`src/rtl/mmss_countdown.sv`:
```
// BCD minutes:seconds countdown timer with keypad shift-in entry.
// A four-state FSM drives a prescaler; each prescaler wrap subtracts one second.
module mmss_countdown #(
  parameter int MIN_DIGITS = 2,
  parameter int TICK_DIV   = 100
) (
  input  logic                    clock,
  input  logic                    clr,
  input  logic [3:0]              data,
  input  logic                    load,
  input  logic                    start,
  input  logic                    stop,
  output logic [3:0]              sec_ones,
  output logic [3:0]              sec_tens,
  output logic [4*MIN_DIGITS-1:0] mins,
  output logic                    zero,
  output logic                    running,
  output logic                    done
);

  localparam int PW = (TICK_DIV > 2) ? $clog2(TICK_DIV) : 1;
  localparam logic [PW-1:0] PRESC_MAX = PW'(TICK_DIV - 1);

  typedef enum logic [1:0] {IDLE, RUN, PAUSE, DONE} state_t;

  state_t                      state, next_state;
  logic [PW-1:0]               presc, next_presc;
  logic [3:0]                  ones_q, tens_q, next_ones, next_tens;
  logic [MIN_DIGITS-1:0][3:0]  min_q, next_min;

  logic [3:0]                  dec_ones, dec_tens;
  logic [MIN_DIGITS-1:0][3:0]  dec_min, sh_min;
  logic                        dec_zero;

  assign sec_ones = ones_q;
  assign sec_tens = tens_q;
  assign mins     = min_q;
  assign zero     = (ones_q == 4'd0) && (tens_q == 4'd0) && (min_q == '0);
  assign running  = (state == RUN);
  assign done     = (state == DONE);

  // One-second BCD decrement: seconds borrow at 0 -> x:59, minutes ripple 0 -> 9.
  always_comb begin : dec_logic
    logic borrow;
    dec_ones = ones_q;
    dec_tens = tens_q;
    dec_min  = min_q;
    borrow   = 1'b0;
    if (ones_q != 4'd0) begin
      dec_ones = ones_q - 4'd1;
    end else begin
      dec_ones = 4'd9;
      if (tens_q != 4'd0) begin
        dec_tens = tens_q - 4'd1;
      end else begin
        dec_tens = 4'd5;
        borrow   = 1'b1;
      end
    end
    for (int k = 0; k < MIN_DIGITS; k++) begin
      if (borrow) begin
        if (min_q[k] == 4'd0) begin
          dec_min[k] = 4'd9;
        end else begin
          dec_min[k] = min_q[k] - 4'd1;
          borrow     = 1'b0;
        end
      end
    end
    dec_zero = (dec_ones == 4'd0) && (dec_tens == 4'd0) && (dec_min == '0);
  end

  always_comb begin
    sh_min = min_q;
    for (int k = 1; k < MIN_DIGITS; k++) begin
      sh_min[k] = min_q[k-1];
    end
    sh_min[0] = tens_q;
  end

  always_comb begin
    next_state = state;
    next_presc = presc;
    next_ones  = ones_q;
    next_tens  = tens_q;
    next_min   = min_q;
    case (state)
      IDLE, PAUSE: begin
        if (stop) begin
          next_state = IDLE;
          next_ones  = 4'd0;
          next_tens  = 4'd0;
          next_min   = '0;
        end else if (load) begin
          if (data <= 4'd9) begin
            next_ones = data;
            next_tens = ones_q;
            next_min  = sh_min;
          end
        end else if (start && !zero) begin
          // Resuming from PAUSE keeps the partially elapsed second.
          next_state = RUN;
          if (state == IDLE) next_presc = '0;
        end
      end
      RUN: begin
        if (stop) begin
          next_state = PAUSE;
        end else if (presc == PRESC_MAX) begin
          next_presc = '0;
          next_ones  = dec_ones;
          next_tens  = dec_tens;
          next_min   = dec_min;
          if (dec_zero) next_state = DONE;
        end else begin
          next_presc = presc + 1'b1;
        end
      end
      DONE: next_state = IDLE;
      default: next_state = IDLE;
    endcase
  end

  always_ff @(posedge clock) begin
    if (clr) begin
      state  <= IDLE;
      presc  <= '0;
      ones_q <= 4'd0;
      tens_q <= 4'd0;
      min_q  <= '0;
    end else begin
      state  <= next_state;
      presc  <= next_presc;
      ones_q <= next_ones;
      tens_q <= next_tens;
      min_q  <= next_min;
    end
  end

endmodule

```
`config.mk`:
```
export PLATFORM = sky130hd
export DESIGN_NAME = mmss_countdown
export DESIGN_NICKNAME = d
export VERILOG_FILES = /design/src/rtl/mmss_countdown.sv
export SDC_FILE = /design/constraint.sdc
export NUM_CORES = 1
export LEC_CHECK = 0
export CAP_MARGIN = 20
export CORE_MARGIN = 2
export CORE_UTILIZATION = 25
export CTS_CLUSTER_DIAMETER = 200
export DETAILED_ROUTE_END_ITERATION = 8
export SETUP_SLACK_MARGIN = 0.1
export SYNTH_ARGS = -nofsm -noshare
export SYNTH_HDL_FRONTEND = slang
export SYNTH_SLANG_ARGS = --single-unit
export TNS_END_PERCENT = 20
```
`constraint.sdc`:
```
create_clock -name clock -period 3.8 [get_ports clock]
set_input_delay 0.76 -clock clock [delete_from_list [all_inputs] [get_ports clock]]
set_output_delay 0.76 -clock clock [all_outputs]
set_load 0.02 [all_outputs]
```
==> impl_results.md, run 1 <==
* Status: completed
* Critical path required time at 3.04 ns
* Clock Pin Slew Worst Setup and Hold Paths at 0.09 ns
* F_max at 335 MHz
* Pwr Total at 657 uW
* Reg-to-reg critical path endpoint: mins[7]$_SDFFE_PP0P_
* Synth warnings at 0
* Post-synthesis cell area at 0.00159 mm2
* RSZ-0062 raised after global routing: no
* Final WS setup at just over 0.8 ns
* # H-tree levels at 1
* Final period util at 78.5%
* PD cells at 329 mW/mm2
* # diodes at 0
* Post-synth cell types at slightly above 50
* CTS sink count at 25
* Layout Cells excl Fill at 314
* Critical path origin: sec_tens[0]$_SDFFE_PP0P_
* Syn avg cell area at about 7.5 um2
* VDD IR max at 0.155 mV
* Leak Pwr at 0.000669 uW
* Input/output buffers at 27
* Post-Synthesis Cells at 213
* CP arrival at 2.22 ns
* First-pass GRT wire length at between 7 and 8 mm
* Setup_tns at 0 ns
* Reg2reg start: presc[0]$_SDFFE_PP0P_
* Clock Latency Late Sink at 0.27 ns
* Hold_buf cts at 0
* Critical Path Start Type: register
* Die Wd at 83.8 um
* Clock buffer depth at 2
* Fraction of layout cells with a size suffix above 1 at ~8%
* Seq/Total Area, Yosys at around a third
* CP Max Fanout at 10
* Slew Viols, Final at 0
* Synth-to-Final Area Change at 25.4%
* Critical path class: register to output pin
* DP Wirelength at ~3.3 mm
* DR WL/cell at 14.8 um
* IO Pins at 28
* Clk root buf: clkbuf_8
* Die Area at 0.00703 mm2
* Vias per Instance at 5.54
* Post-Route Skew at 0.00278 ns
* Routed Antenna Nets at 0
* CTS buffer count at 3
* Setup violators final at 0
* Worst setup path endpoint: zero
* Detailed Route WL at 4.64 mm
* Core Box Area at 0.00624 mm2
* FF-to-FF path depth at 7
* Worst slew pin tran at approximately 0.55 ns
* Total grt overflow at 0
* Setup WS pre-CTS at around 0.84 ns
* Syn_nets at 223
* Vias in the first global route at 1,602
* Post-CTS resize count at 0
* Ys async rst share at 0%
* Worst setup EP type: output pin
* CTS tree: done
* Max cap viols at 0
* Post-layout min period at 2.98 ns
* Number of synthesized flops with an enable pin at 0
* Nets at 248
* Number of cells after detailed placement at 310
* Final Hold Fails at 0
* Slew headroom at 63.2%
* Num rows at 29
* Vias post-DR at 1,741
* Hold Crit Class: register to register
* DRC at 0
* Synth Flop Type: dfxtp_1
* Die Height at 83.8 um
* Initial Util at between 20% and 30%
* Starting DRT DRC Count at 134
* Reg-to-reg slack, setup at roughly 1.6 ns
* TritonRoute pass-1 iters at 4
* Initial antenna violation count at 0
* RePlAce Congestion at 0.850
* GRT Total Usage at 13.4%
* Largest net degree at the start of global routing at 24
* Setup repair bufs after CTS at 0
* Post-synthesis register bit count at 25
* Min Hold Slack at roughly 0.50 ns
-- Yosys cell counts (4+ instances only) --
master	count	area, um2
dfxtp_1	25	500
nand3_1	4	20.0
nor3_1	12	60.1
nand4b_1	4	35.0
clkbuf_1	10	37.5
a211oi_1	6	45.0
o21ai_0	19	95.1
nor2_1	23	86.3
a21oi_1	19	95.1
nand2_1	20	75.1
inv_1	4	15.0
nor4_1	4	25.0
-- final cells by class --
| class | instances | area (um2) |
|---|---|---|
| fill | 680 | 4240 |
| multi-input combinational | 171 | 1020 |
| sequential | 25 | 500 |
| timing repair buffer | 33 | 315 |
| tap | 77 | 96.3 |
| clock buffer | 4 | 45.0 |
| inverter | 4 | 15.0 |
-- sequential cells by signal, indices dropped and copies added, names as in the netlist --
signal    cells
state         2
sec_ones      4
mins          8
sec_tens      4
presc         7
-- logic make-up (layout without fill, tap and decap cells) --
family	after synthesis	count (layout)	share of synthesized area [%]
adder cells (fa/ha/maj)	1	1	0.785
flip-flops	25	25	31.4
multiplexers	2	2	1.26
AO/OA/AOI/OAI	73	73	30.0
buffers and inverters	17	41	4.24
AND/OR/NAND/NOR	95	95	32.3
-- layer usage --
layer  vias to the layer above  track usage, %  part of all wire, %
li1                        858               -                    -
met1                       823            20.0                   50
met2                        58            20.1                   44
met3                         2            2.67                  6.1
met4                         0            2.35                 0.37
met5                         -               0                    0
-- worst min path at each step --
stage / startpoint / endpoint / slack (ns) / cells past startpoint
2_1_floorplan: presc[1]$_SDFFE_PP0P_ / presc[1]$_SDFFE_PP0P_ / 0.47 / 2
3_3_place_gp: presc[1]$_SDFFE_PP0P_ / presc[1]$_SDFFE_PP0P_ / 0.49 / 2
3_5_place_dp: presc[1]$_SDFFE_PP0P_ / presc[1]$_SDFFE_PP0P_ / 0.50 / 2
4_1_cts: presc[1]$_SDFFE_PP0P_ / presc[1]$_SDFFE_PP0P_ / 0.52 / 2
5_1_grt: presc[6]$_SDFFE_PP0P_ / presc[6]$_SDFFE_PP0P_ / 0.54 / 1
6_report: presc[1]$_SDFFE_PP0P_ / presc[1]$_SDFFE_PP0P_ / 0.50 / 2
-- where the power goes --
part	total, uW	internal (uW)	switching [uW]
combinational	189	80.7	109
clock	166	75.3	90.7
sequential	301	275	26.5
-- placed cells by master, fill, tap and decap left out, types with 3 or more instances in the layout --
| cell type | netlist | routed |
|---|---|---|
| a211oi_1 | 6 | 6 |
| nor2_1 | 23 | 23 |
| a31oi_1 | 3 | 3 |
| o21ai_0 | 19 | 19 |
| nand4_1 | 3 | 3 |
| or4_1 | 3 | 3 |
| nand3_1 | 4 | 4 |
| nand2_1 | 20 | 20 |
| clkdlybuf4s50_1 | 0 | 27 |
| or3_1 | 3 | 3 |
| buf_4 | 0 | 6 |
| nor4_1 | 4 | 4 |
| nor3_1 | 12 | 12 |
| dfxtp_1 | 25 | 25 |
| nand4b_1 | 4 | 4 |
| nand2b_1 | 3 | 3 |
| a21oi_1 | 19 | 19 |
| clkbuf_8 | 0 | 3 |
| nor4_2 | 3 | 3 |
| o2bb2ai_1 | 3 | 3 |
| inv_1 | 4 | 4 |
-- per-stage QoR --
step / instance area, um2 / util (%)
2_1_floorplan: 1590 / -
3_3_place_gp: 1950 / 31.3
3_5_place_dp: 1950 / 31.3
4_1_cts: 2000 / 32.0
5_1_grt: 2000 / 32.0
6_report: 2000 / 32.0
-- critical path, stage by stage (launching register included) --
cell	delay, ns
dfxtp_1	0.42
nor4_2	0.51
nand3_2	0.25
nor2_1	0.16
clkdlybuf4s50_1	0.61
No activity file was read; power rests on OpenSTA's default activity.
==> inputs of run 2 (changes only) <==
==> constraint.sdc (replaced) <==
create_clock -name clock -period 2.47 [get_ports clock]
set_input_delay 0.494 -clock clock [delete_from_list [all_inputs] [get_ports clock]]
set_output_delay 0.494 -clock clock [all_outputs]
set_load 0.02 [all_outputs]
==> impl_results.md, run 2 (synthesis gave the netlist of run 1 again) <==
* Critical Path Start Type: register
* DP Wirelength at 3.48 mm
* Max reg flops at 8
* F_max at 446 MHz
* DRC at 0
* TritonRoute pass-1 iters at 4
* Critical path required time at 2.63 ns
* Worst slew pin tran at around 0.47 ns
* Comb power frac at 32.2%
* Initial Util at between 20% and 30%
* Final WS setup at roughly 0.23 ns
* Layout Cells excl Fill at 331
* Largest net degree at the start of global routing at 24
* Total grt overflow at 0
* FF+latch area at between 500 and 600 um2
* Routed Antenna Nets at 0
* Worst setup EP type: register
* CP Max Fanout at 8
* Nets at around 270
* Num rows at 29
* Final Hold Fails at 0
* GRT Total Usage at roughly 14%
* Clock Pin Slew Worst Setup and Hold Paths at 0.09 ns
* RSZ-0062 raised after global routing: no
* CTS tree: done
* Fill cells at 668
* Die Height at 83.8 um
* CP max stage cell: or4_1
* Delay-heaviest family, CP: simple AND/OR/NAND/NOR gates
* Vias in the first global route at 1,699
* P_sw at 354 uW
* Clk root buf: clkbuf_8
* CTS sink count at 25
* CP arrival at approximately 2.4 ns
* Crit-path max cell delay at ~0.66 ns
* CTS buffer count at 3
* IO Pins at 28
* DR WL/cell at 14.4 um
* Initial antenna violation count at 0
* Max cap viols at 0
* Switching Share at 33.9%
* Commonest non-fill, non-tap cell in the layout: clkdlybuf4s50_1
* Dpl cell area at between 0.002 and 0.0025 mm2
* RePlAce Congestion at around 0.83
* Post-layout min period at 2.24 ns
* CP cell instances: buf_4 > or4_1 > nor4_1 > o21ai_0 > a221oi_1 > a211oi_1
* Setup WS pre-CTS at 0.233 ns
* Fraction of layout cells with a size suffix above 1 at 14.2%
* Clock power share at 24.2%
* Flop pwr share at 43.6%
* P_int at 689 uW
* Vias per Instance at about 5.4
* Hold Crit Class: register to register
* Worst Hold Depth at 1
* Setup violators final at 0
* Slew headroom at 68.4%
* Starting DRT DRC Count at 190
* Post-Route Skew at 0.00405 ns
* Setup_tns at 0 ns
* # H-tree levels at 1
* Clock buffer depth at 2
* Final period util at 90.7%
* Status: completed
* FF-to-FF path depth at 6
* VDD IR max at 0.226 mV
* Design Area, Final at around 0.0021 mm2
* Hold_buf cts at 0
* Slew Viols, Final at 0
* Die Area at ~0.0070 mm2
* Synth-to-Final Area Change at 34.4%
* First-pass GRT wire length at 8.23 mm
* Die Wd at between 80 and 90 um
* Commonest cells after routing, fill and taps aside: clkdlybuf4s50_1, dfxtp_1, nor2_1, buf_4, nand2_1
* Crit. path cell count at 6
* PD cells at 487 mW/mm2
* Multi-input logic area at between 0.001 and 0.0015 mm2
* Input/output buffers at 27
* Leak Pwr at 0.000766 uW
* Clock Latency Late Sink at 0.27 ns
* Critical path class: register to register
* Number of cells after detailed placement at 327
* Detailed Route WL at roughly 4.8 mm
* Vias post-DR at ~1,800
* # diodes at 0
* Core Box Area at around 0.0062 mm2
* Buf+Inv Stages, Crit Path at 1
run 2: cell count changes in the layout (fill, tap and decap cells not counted), sizes merged:
cell           delta
buf              +17
clkdlybuf4s50     -1
dlygate4sd2       +1
run 2: area by class of cell:
cell class | count | area share (%)
flip-flops and latches | 25 | 23.4
clock buffers | 4 | 2.10
multi-input cells | 171 | 48.7
well taps | 77 | 4.50
inverters | 4 | 0.701
repair buffers | 50 | 20.6
run 2: per-layer routing:
layer | global-route usage, % | vias up | part of all wire, %
li1 | - | 890 | -
met4 | 2.93 | 0 | 0.61
met2 | 22.3 | 46 | 45
met3 | 1.88 | 4 | 5.8
met1 | 20.0 | 839 | 48
met5 | 0 | - | 0
run 2: metrics by stage:
step	total power (uW)	hold WS, ns	utilization [%]
finish	1040	0.516	34.3
global route	1110	0.539	34.3
CTS	1040	0.513	34.3
detailed placement	792	0.501	33.3
global placement	792	0.487	33.3
floorplan	649	0.469	-
run 2: timing repair:
action                                  4_1_cts  5_1_grt
endpoints found under the hold margin         0        0
gates resized for setup                       3        0
buffers inserted                              0        0
endpoints found under the setup margin        1        0
run 2: final timing paths:
kind / startpoint / end / slack (ns)
worst max register to register: sec_ones[0]$_SDFFE_PP0P_ / mins[2]$_SDFFE_PP0P_ / 0.23
worst max-delay path: sec_ones[0]$_SDFFE_PP0P_ / mins[2]$_SDFFE_PP0P_ / 0.23
worst min-delay path: presc[6]$_SDFFE_PP0P_ / presc[6]$_SDFFE_PP0P_ / 0.52
worst min register to register: presc[6]$_SDFFE_PP0P_ / presc[6]$_SDFFE_PP0P_ / 0.52
run 2: power by group through the flow:
stage	clock network (uW)	logic [uW]	registers, uW
2_1_floorplan	0	170	479
3_3_place_gp	0	331	461
3_5_place_dp	0	331	461
4_1_cts	256	334	455
5_1_grt	279	366	460
6_report	252	336	455
